$ cat src/rtl/systolic_result_drain.sv
// Result-matrix unload stage: captures one full matrix from the array's parallel port and
// serializes it row-major, one element per cycle, into a valid/ready sink.
module systolic_result_drain #(
  parameter int unsigned width_p        = 32,
  parameter int unsigned array_width_p  = 2,
  parameter int unsigned array_height_p = 2,
  parameter int unsigned count_width_p  = 16
) (
  input  logic                                             clk_i,
  input  logic                                             reset_n_i,
  input  logic                                             en_i,
  input  logic [array_height_p*array_width_p*width_p-1:0] z_i,
  input  logic                                             z_valid_i,
  output logic                                             z_yumi_o,
  output logic                                             valid_o,
  input  logic                                             ready_i,
  output logic [width_p-1:0]                               data_o,
  output logic                                             last_o,
  output logic                                             busy_o,
  output logic [count_width_p-1:0]                         count_o
);

  localparam int unsigned N    = array_width_p * array_height_p;
  localparam int unsigned IdxW = (N > 1) ? $clog2(N) : 1;
  localparam int unsigned BufW = N * width_p;

  localparam logic [IdxW-1:0] LastIdx = IdxW'(N - 1);

  localparam logic [0:0] StIdle  = 1'b0;
  localparam logic [0:0] StDrain = 1'b1;

  logic [0:0]               state_q, state_d;
  logic [IdxW-1:0]          idx_q, idx_d;
  logic [BufW-1:0]          buf_q, buf_d;
  logic [count_width_p-1:0] count_q, count_d;

  logic in_drain;
  logic at_last;
  logic xfer;
  logic final_xfer;
  logic capture;

  always_comb begin
    in_drain   = (state_q == StDrain);
    at_last    = (idx_q == LastIdx);
    xfer       = in_drain & ready_i;
    final_xfer = xfer & at_last;
    // Reset gates the handshake so nothing is consumed while the block is held in reset.
    capture    = reset_n_i & en_i & z_valid_i & (~in_drain | final_xfer);
  end

  always_comb begin
    state_d = state_q;
    idx_d   = idx_q;
    buf_d   = buf_q;
    count_d = count_q;

    if (final_xfer) begin
      count_d = count_q + count_width_p'(1);
    end

    if (capture) begin
      // Reload on the final handshake as well, giving back-to-back matrices with no bubble.
      buf_d   = z_i;
      idx_d   = '0;
      state_d = StDrain;
    end else if (final_xfer) begin
      state_d = StIdle;
    end else if (xfer) begin
      idx_d = idx_q + IdxW'(1);
    end
  end

  always_ff @(posedge clk_i or negedge reset_n_i) begin
    if (!reset_n_i) begin
      state_q <= StIdle;
      idx_q   <= '0;
      buf_q   <= '0;
      count_q <= '0;
    end else begin
      state_q <= state_d;
      idx_q   <= idx_d;
      buf_q   <= buf_d;
      count_q <= count_d;
    end
  end

  always_comb begin
    z_yumi_o = capture;
    valid_o  = in_drain;
    busy_o   = in_drain;
    last_o   = in_drain & at_last;
    data_o   = in_drain ? buf_q[idx_q*width_p +: width_p] : '0;
    count_o  = count_q;
  end

endmodule

$ cat config.mk
export PLATFORM = sky130hd
export DESIGN_NAME = systolic_result_drain
export DESIGN_NICKNAME = d
export VERILOG_FILES = /design/src/rtl/systolic_result_drain.sv
export SDC_FILE = /design/constraint.sdc
export NUM_CORES = 1
export LEC_CHECK = 0
export ABC_AREA = 1
export ABC_CLOCK_PERIOD_IN_PS = 3400
export CELL_PAD_IN_SITES_DETAIL_PLACEMENT = 0
export CELL_PAD_IN_SITES_GLOBAL_PLACEMENT = 1
export CORE_MARGIN = 2
export CORE_UTILIZATION = 39
export CTS_BUF_LIST = sky130_fd_sc_hd__clkbuf_4
export DETAILED_ROUTE_END_ITERATION = 12
export GPL_ROUTABILITY_DRIVEN = 1
export MAX_ROUTING_LAYER = met4
export PLACE_DENSITY = 0.92
export SYNTH_ARGS = -nofsm -noshare
export SYNTH_HDL_FRONTEND = slang
export SYNTH_SLANG_ARGS = --single-unit
$ cat constraint.sdc
create_clock -name clk_i -period 3.4 [get_ports clk_i]
set_clock_uncertainty 0.2 [all_clocks]
set_input_delay 0.85 -clock clk_i [delete_from_list [all_inputs] [get_ports clk_i]]
set_output_delay 0.85 -clock clk_i [all_outputs]
set_load 0.1 [all_outputs]
==> results of run 1 <==
Yosys cell counts (5+ instances only):
| cell type | n | area, um2 |
|---|---|---|
| a21oi_1 | 32 | 160 |
| buf_2 | 22 | 110 |
| buf_8 | 11 | 165 |
| clkbuf_1 | 16 | 60.1 |
| dfrtp_1 | 147 | 3680 |
| inv_1 | 19 | 71.3 |
| nand2_1 | 421 | 1580 |
| nand3_1 | 11 | 55.1 |
| nand4_1 | 5 | 31.3 |
| nor2_1 | 142 | 533 |
| o21ai_0 | 65 | 325 |
| xor2_1 | 6 | 52.6 |
kinds of logic (layout without fill, tap and decap cells):
kind of cell	after synthesis	after routing	share of synthesized area
DFF	147	147	0.529
AOI/OAI and AO/OA	97	97	0.0698
buffers and inverters	74	252	0.0638
and+or+nand+nor	584	584	0.321
other	0	1	0
adders and majority gates	2	2	0.00360
xor gates and xnor gates	10	10	0.0126
registers in the layout, summed over array words and instances, names as in the netlist:
| register | cells |
|---|---|
| busy_o | 1 |
| buf_q | 128 |
| count_o | 16 |
| idx_q | 2 |
worst paths after layout:
path / startpoint / to / slack (ns)
worst max-delay path: idx_q[0] / data_o[18] / 0.14
worst min-delay path: reset_n_i / count_o[6] / 0.15
worst max register to register: idx_q[0] / buf_q[79] / 0.94
worst min register to register: buf_q[103] / buf_q[103] / 0.28
max in group asynchronous: reset_n_i / buf_q[79] / 2.16
min in group clk_i: buf_q[103] / buf_q[103] / 0.28
per-layer routing:
layer,vias up,routed length (um),GRT usage
met5,-,0,-
met4,0,174,0.0590
met3,17,1220,0.0445
met2,196,8610,0.325
met1,2906,8940,0.287
li1,3157,-,-
repair_timing:
action                                  4_1_cts  5_1_grt
gates resized for setup                      13        1
endpoints found under the setup margin       33       26
buffers inserted                              3        1
cloned                                        0        0
critical path, delay by kind of cell, from the launching register on:
kind | cells | cell delay [ns]
buf+inv | 3 | 0.61
flops | 1 | 0.60
compound gates | 2 | 0.41
where the power goes:
part | leakage, nW | switching, mW | internal (mW)
Sequential | 1.85 | 0.456 | 2.55
Combinational | 2.72 | 4.51 | 2.33
Clock | 0.186 | 0.627 | 0.735
Total | 4.76 | 5.60 | 5.62
metrics by stage:
step	cells	TNS, ns	area, um2
5_1_grt	1318	0	9590
3_3_place_gp	1281	0	9150
2_1_floorplan	914	-18.65	6960
4_1_cts	1316	-0.000529	9580
6_report	1318	0	9590
3_5_place_dp	1281	0	9150
final cells by class:
| class | count | area [um2] | share of cell area |
|---|---|---|---|
| Sequential cell | 147 | 3680 | 0.384 |
| Multi-Input combinational cell | 693 | 2860 | 0.298 |
| Timing Repair Buffer | 199 | 2320 | 0.242 |
| Tap cell | 225 | 282 | 0.0294 |
| Clock inverter | 13 | 213 | 0.0222 |
| Clock buffer | 19 | 143 | 0.0149 |
| Inverter | 21 | 90.1 | 0.00939 |
| Antenna cell | 1 | 2.50 | 0.000261 |
==> results.toml, run 1 <==
[outcome]
status = "complete, no violations"

[sta]
fin_ws_ns = 0.136
tightest_slew_ns = 0.850
slew_headroom = 0.433
hold_viol_final = 0
layout_min_cycle_time_ns = 3.26
whs_ns = 0.147
rsz0062_at_grt = "no"
max_freq_mhz = 306
final.period_utilization = 0.960
finalSetupViolCount = 0
maxSlewViolCount = 0

[floorplan]
coreArea_um2 = 17400
initial_utilization = 0.401
io-pin-count = 185
core.rowCount = 48
dieArea_um2 = 18900
die-width_um = 138
die_y_um = 138

[grt]
gr-usage-all-layers = 0.212
grt_max_degree = 148
antenna_found_initial = 1
gr-total-overflow = 0
grt_pass1_vias = 6036
grt_pass1_wl_mm = 30.0

[route]
drt_iter0_drc = 464
vias_per_cell = 4.76
drc = 0
wl_per_cell_um = 14.4
totalWireLength_mm = 18.9
first_pass_iters = 4
vias = 6276
antenna_left = 0

[power]
power_mw = 11.2
power.density_nw_per_um2 = 1170
ir_drop_mv = 0.976
leakage_nw = 4.76

[yosys]
synth_edf_count = 0
syn_area_per_cell_um2 = 7.61
synth.ff_latch_count = 147
yosys_warnings = 0
synth_flop_cell = "dfrtp_1"
syn_inst = 914
syn_nets = 1049
synth_cell_types = 22
ys_seq_area_frac = 0.529
async_flop_share = 1.00
synth_area_um2 = 6960

[layout]
drive_above_1_share = 0.0998
layout_common_cells = "nand2_1 (421), dfrtp_1 (146), nor2_1 (142), clkdlybuf4s50_1 (131), o21ai_0 (65)"
fin_nets = 1214
mostFrequentLayoutCell = "nand2_1"
utilization = 0.553
syn2layout_area_growth_pct = 37.9
fillers = 1626

[job]
max_cap_viol_count = 0

[worst_setup_path]
cp-end-kind = "output port"
arrival_ns = 2.21
start_kind = "flip-flop"
worst-endpoint-required_ns = 2.35
cpPeakStageDelay_ns = 0.60
critical_path_class = "flip-flop to output port"
cp_slowest_cell = "dfrtp_4"
worst-r2r-cell-count = 9
path_cells = "inv_6 -> buf_12 -> o21ai_0 -> a21oi_1 -> buf_12"
path_common_cell = "buf_12"
crit_fanout = 34

[clocking]
clock_sinks = 147
htreeDepth = 4
cts_tree = "done"
clk_pin_slew_worst_paths_ns = 0.12
cts_buffers = 17
clock_path_buffers = 2
hold_buffers = 0
clock-root-buffer = "clkbuf_4"
clock_latency_ns = 0.56

[place]
gp_congestion = 0.774
port_buffers = 184
place_hpwl_mm = 12.0
pre_cts_ws_ns = 0.274

[min_path]
hold_class = "input pin to asynchronous set/reset pin"
No activity file was read; power rests on OpenSTA's default activity.
==> run 2: changes to the inputs <==
--- a/config.mk
+++ b/config.mk
@@ -14,8 +14,9 @@
 export CTS_BUF_LIST = sky130_fd_sc_hd__clkbuf_4
 export DETAILED_ROUTE_END_ITERATION = 12
 export GPL_ROUTABILITY_DRIVEN = 1
-export MAX_ROUTING_LAYER = met4
 export PLACE_DENSITY = 0.92
+export SKIP_CTS_REPAIR_TIMING = 1
+export SLEW_MARGIN = 20
 export SYNTH_ARGS = -nofsm -noshare
 export SYNTH_HDL_FRONTEND = slang
 export SYNTH_SLANG_ARGS = --single-unit
==> results.toml, run 2 (synthesis gave the netlist of run 1 again) <==
[outcome]
status = "complete, no violations"

[power]
ir_drop_mv = 0.977
leakage_nw = 4.76
power_mw = 11.2
power.density_nw_per_um2 = 1170

[layout]
fin_nets = 1216
multiInputGateArea_um2 = 2870
largest_register_ff_count = 128
drive_above_1_share = 0.104
regMostFlops = "buf_q"
mostFrequentLayoutCell = "nand2_1"
layout_common_cells = "nand2_1 (421), dfrtp_1 (145), nor2_1 (142), clkdlybuf4s50_1 (131), o21ai_0 (65)"
syn2layout_area_growth_pct = 38.1
final_cell_area_um2 = 9600
seqCellArea_um2 = 3680
num_antenna_cells = 0
fillers = 1628

[sta]
whs_ns = 0.182
rsz0062_at_grt = "yes"
hold_viol_final = 0
tightest_slew_ns = 0.808
fin_ws_ns = 0.127
layout_min_cycle_time_ns = 3.27
maxSlewViolCount = 0
slew_headroom = 0.461
final.period_utilization = 0.963
finalSetupViolCount = 0
max_freq_mhz = 306

[floorplan]
coreArea_um2 = 17400
die-width_um = 138
initial_utilization = 0.401
dieArea_um2 = 18900
die_y_um = 138
io-pin-count = 185
core.rowCount = 48

[worst_setup_path]
crit_fanout = 26
start_kind = "flip-flop"
cp-end-kind = "output port"
crit_buf_inv = 3
crit_cells = 7
arrival_ns = 2.22
crit_family = "flip-flops"
worst-r2r-cell-count = 9
critical_path_class = "flip-flop to output port"
cpPeakStageDelay_ns = 0.57
cp_slowest_cell = "dfrtp_4"
path_cells = "buf_8 -> ha_1 -> nand3_2 -> nand2_2 -> nand2_4 -> inv_4 -> buf_12"
worst-endpoint-required_ns = 2.35

[job]
max_cap_viol_count = 0

[place]
port_buffers = 184
pre_cts_ws_ns = 0.274
dpl_cell_area_um2 = 9150
place_hpwl_mm = 12.0
gp_congestion = 0.764

[grt]
grt_pass1_vias = 6010
gr-total-overflow = 0
antenna_found_initial = 0
grt_pass1_wl_mm = 29.9
gr-usage-all-layers = 0.205
grt_max_degree = 148

[route]
totalWireLength_mm = 19.0
drc = 0
antenna_left = 0
vias_per_cell = 4.74
vias = 6247
drt_iter0_drc = 396
first_pass_iters = 5
wl_per_cell_um = 14.4

[clocking]
clock_path_buffers = 2
clock_latency_ns = 0.55
clock-root-buffer = "clkbuf_4"
clock_sinks = 147
htreeDepth = 4
cts_buffers = 17
cts_tree = "done"
clk_pin_slew_worst_paths_ns = 0.12

[min_path]
hold_class = "input pin to asynchronous set/reset pin"
run 2: cell types whose count changed in the layout (fill, tap and decap cells not counted), sizes merged:
| cell | previous run | this run |
|---|---|---|
| buf | 68 | 69 |
| clkinvlp | 2 | 3 |
| diode | 1 | 0 |
run 2: per-stage QoR:
stage | setup TNS (ns) | cells | utilization
after global routing | -0.0499 | 1319 | 0.553
final | 0 | 1319 | 0.553
after global placement | 0 | 1281 | 0.527
after CTS | -4.26 | 1313 | 0.548
after detailed placement | 0 | 1281 | 0.527
after floorplan | -18.65 | 914 | -
run 2: path summary, 6_finish.rpt:
path | startpoint | endpoint | slack (ns)
min in group clk_i | buf_q[103] | buf_q[103] | 0.28
max in group asynchronous | reset_n_i | buf_q[18] | 2.20
setup reg to reg | idx_q[0] | buf_q[77] | 0.92
hold / removal | reset_n_i | count_o[8] | 0.18
setup / recovery | idx_q[0] | z_yumi_o | 0.13
hold reg to reg | buf_q[103] | buf_q[103] | 0.28
run 2: final cells by class:
cell class | count | share of cell area
Clock buffer | 19 | 0.0149
Clock inverter | 13 | 0.0221
Inverter | 21 | 0.00938
Multi-Input combinational cell | 693 | 0.298
Sequential cell | 147 | 0.384
Tap cell | 225 | 0.0293
Timing Repair Buffer | 200 | 0.242
Timing Repair inverter | 1 | 0.000521
run 2: power by group:
| group | internal [mW] | switching, mW | leakage [nW] |
|---|---|---|---|
| sequential | 2.55 | 0.462 | 1.85 |
| clock | 0.735 | 0.628 | 0.186 |
| combinational | 2.34 | 4.52 | 2.72 |
| total | 5.62 | 5.61 | 4.76 |
run 2: per-layer routing:
metal | part of all wire | GRT usage | up-vias
li1 | - | - | 3158
met1 | 0.46 | 0.285 | 2889
met2 | 0.47 | 0.320 | 195
met3 | 0.070 | 0.0497 | 5
met4 | 0.0047 | 0.0590 | 0
met5 | 0 | 0 | -
run 2: worst reg2reg max path, stage by stage (launching register included):
cell     delay [ns]
dfrtp_4        0.57
buf_8          0.25
ha_1           0.22
nand3_2        0.15
nand2_2        0.15
nand2_4        0.08
inv_4          0.08
buf_12         0.40
nand2_1        0.24
nand2_1        0.09
==> run 3: changes to the inputs <==
--- a/config.mk
+++ b/config.mk
@@ -10,11 +10,10 @@
 export CELL_PAD_IN_SITES_DETAIL_PLACEMENT = 0
 export CELL_PAD_IN_SITES_GLOBAL_PLACEMENT = 1
 export CORE_MARGIN = 2
-export CORE_UTILIZATION = 39
-export CTS_BUF_LIST = sky130_fd_sc_hd__clkbuf_4
+export CORE_UTILIZATION = 38
 export DETAILED_ROUTE_END_ITERATION = 12
 export GPL_ROUTABILITY_DRIVEN = 1
-export PLACE_DENSITY = 0.92
+export PLACE_DENSITY = 0.9
 export SKIP_CTS_REPAIR_TIMING = 1
 export SLEW_MARGIN = 20
 export SYNTH_ARGS = -nofsm -noshare
==> results.toml, run 3 (synthesis gave the netlist of run 1 again) <==
[power]
p_int_mw = 5.91
leakage_nw = 4.82
clockPowerShare = 0.159
p_seq_frac = 0.260
p_sw_mw = 5.71
combPwrFrac = 0.581
power.density_nw_per_um2 = 1190
ir_drop_mv = 1.19
sw_frac_of_total = 0.492

[layout]
mostFrequentLayoutCell = "nand2_1"
num_antenna_cells = 0
utilization = 0.543
largest_register_ff_count = 128
regMostFlops = "buf_q"
fin_nets = 1211
syn2layout_area_growth_pct = 40.1
drive_above_1_share = 0.0973
layout_common_cells = "nand2_1 (421), dfrtp_1 (146), nor2_1 (142), clkdlybuf4s50_1 (131), o21ai_0 (65)"

[worst_setup_path]
r2r_start = "idx_q[0]"
cp_slowest_cell = "dfrtp_2"
path_cells = "buf_4 -> nor2_1 -> nor2_1 -> o21ai_0 -> a21oi_1 -> buf_12"
r2r-end = "buf_q[71]"
crit_fanout = 27
crit_cells = 6
cpPeakStageDelay_ns = 0.57
start_kind = "flip-flop"
worst-r2r-cell-count = 9
timing.critical_path.to = "data_o[1]"
critPathLaunch = "idx_q[0]"
critical_path_class = "flip-flop to output port"
crit_family = "buffers and inverters"
arrival_ns = 2.23
worst-endpoint-required_ns = 2.35
crit_buf_inv = 2
rrSetupSlack_ns = 0.81
cp-end-kind = "output port"
path_common_cell = "nor2_1"

[min_path]
hold_class = "flip-flop to flip-flop"
min_path_cells = 2

[route]
totalWireLength_mm = 19.0
wl_per_cell_um = 14.4
drt_iter0_drc = 361
vias = 6173
first_pass_iters = 4
vias_per_cell = 4.68
antenna_left = 0
drc = 0

[grt]
grt_max_degree = 148
grt_pass1_wl_mm = 31.0
antenna_found_initial = 0
grt_pass1_vias = 6157
gr-total-overflow = 0
gr-usage-all-layers = 0.199

[clocking]
clk_pin_slew_worst_paths_ns = 0.06
clock_path_buffers = 2
cts_buffers = 17
cts_tree = "done"
clock_latency_ns = 0.42
clock-root-buffer = "clkbuf_16"
clock_sinks = 147
htreeDepth = 4

[floorplan]
core.rowCount = 49
io-pin-count = 185
initial_utilization = 0.387
die-width_um = 139
dieArea_um2 = 19400
die_y_um = 139
coreArea_um2 = 18000

[sta]
fin_setup_tns_ns = 0
layout_min_cycle_time_ns = 3.28
final.period_utilization = 0.964
hold_viol_final = 0
finalSetupViolCount = 0
rsz0062_at_grt = "no"
tightest_slew_ns = 0.800
slew_headroom = 0.467
max_freq_mhz = 305
maxSlewViolCount = 0

[outcome]
status = "complete, no violations"

[place]
port_buffers = 184
place_hpwl_mm = 12.1
gp_congestion = 0.756

[job]
max_cap_viol_count = 0
run 3: routing by layer:
| metal | GRT usage | wire [um] | part of all wire |
|---|---|---|---|
| met5 | 0 | 0 | 0 |
| met4 | 0.0553 | 225 | 0.012 |
| met3 | 0.0416 | 1030 | 0.054 |
| met2 | 0.324 | 8970 | 0.47 |
| met1 | 0.270 | 8750 | 0.46 |
run 3: worst min-delay path, stage by stage, from the launching register on:
cell and delay (ns):
dfrtp_1 0.34, nand2_1 0.05, nand2_1 0.05
run 3: layout make-up:
type | count | area, um2
Tap cell | 229 | 287
Inverter | 21 | 85.1
Clock buffer | 17 | 425
Fill cell | 1736 | 8210
Sequential cell | 147 | 3680
Multi-Input combinational cell | 693 | 2840
Timing Repair Buffer | 196 | 2270
Clock inverter | 15 | 156
run 3: how the worst min path moves through the flow:
| stage | start | to | slack [ns] |
|---|---|---|---|
| 4_1_cts | buf_q[122] | buf_q[122] | 0.28 |
| 5_1_grt | buf_q[108] | buf_q[108] | 0.29 |
| 3_3_place_gp | buf_q[102] | buf_q[102] | 0.26 |
| 2_1_floorplan | buf_q[100] | buf_q[100] | 0.24 |
| 3_5_place_dp | buf_q[108] | buf_q[108] | 0.26 |
| 6_report | buf_q[122] | buf_q[122] | 0.27 |
run 3: through the flow:
stage	setup slack, ns	instances	area [um2]	hold WS, ns	power (mW)
after floorplan	-0.595	914	6960	0.244	7.41
after global placement	0.305	1284	9140	0.256	9.72
after detailed placement	0.254	1284	9140	0.260	9.81
after CTS	0.0391	1316	9720	0.276	11.7
after global routing	0.00291	1318	9750	0.287	12.3
final	0.123	1318	9750	0.271	11.6
run 3: power groups by stage:
stage / combinational (mW) / sequential [mW] / clock [mW]
floorplan: 4.36 / 3.05 / 0
global placement: 6.72 / 3.00 / 0
detailed placement: 6.77 / 3.04 / 0
CTS: 6.80 / 3.02 / 1.89
global route: 7.20 / 3.13 / 1.97
finish: 6.75 / 3.02 / 1.85
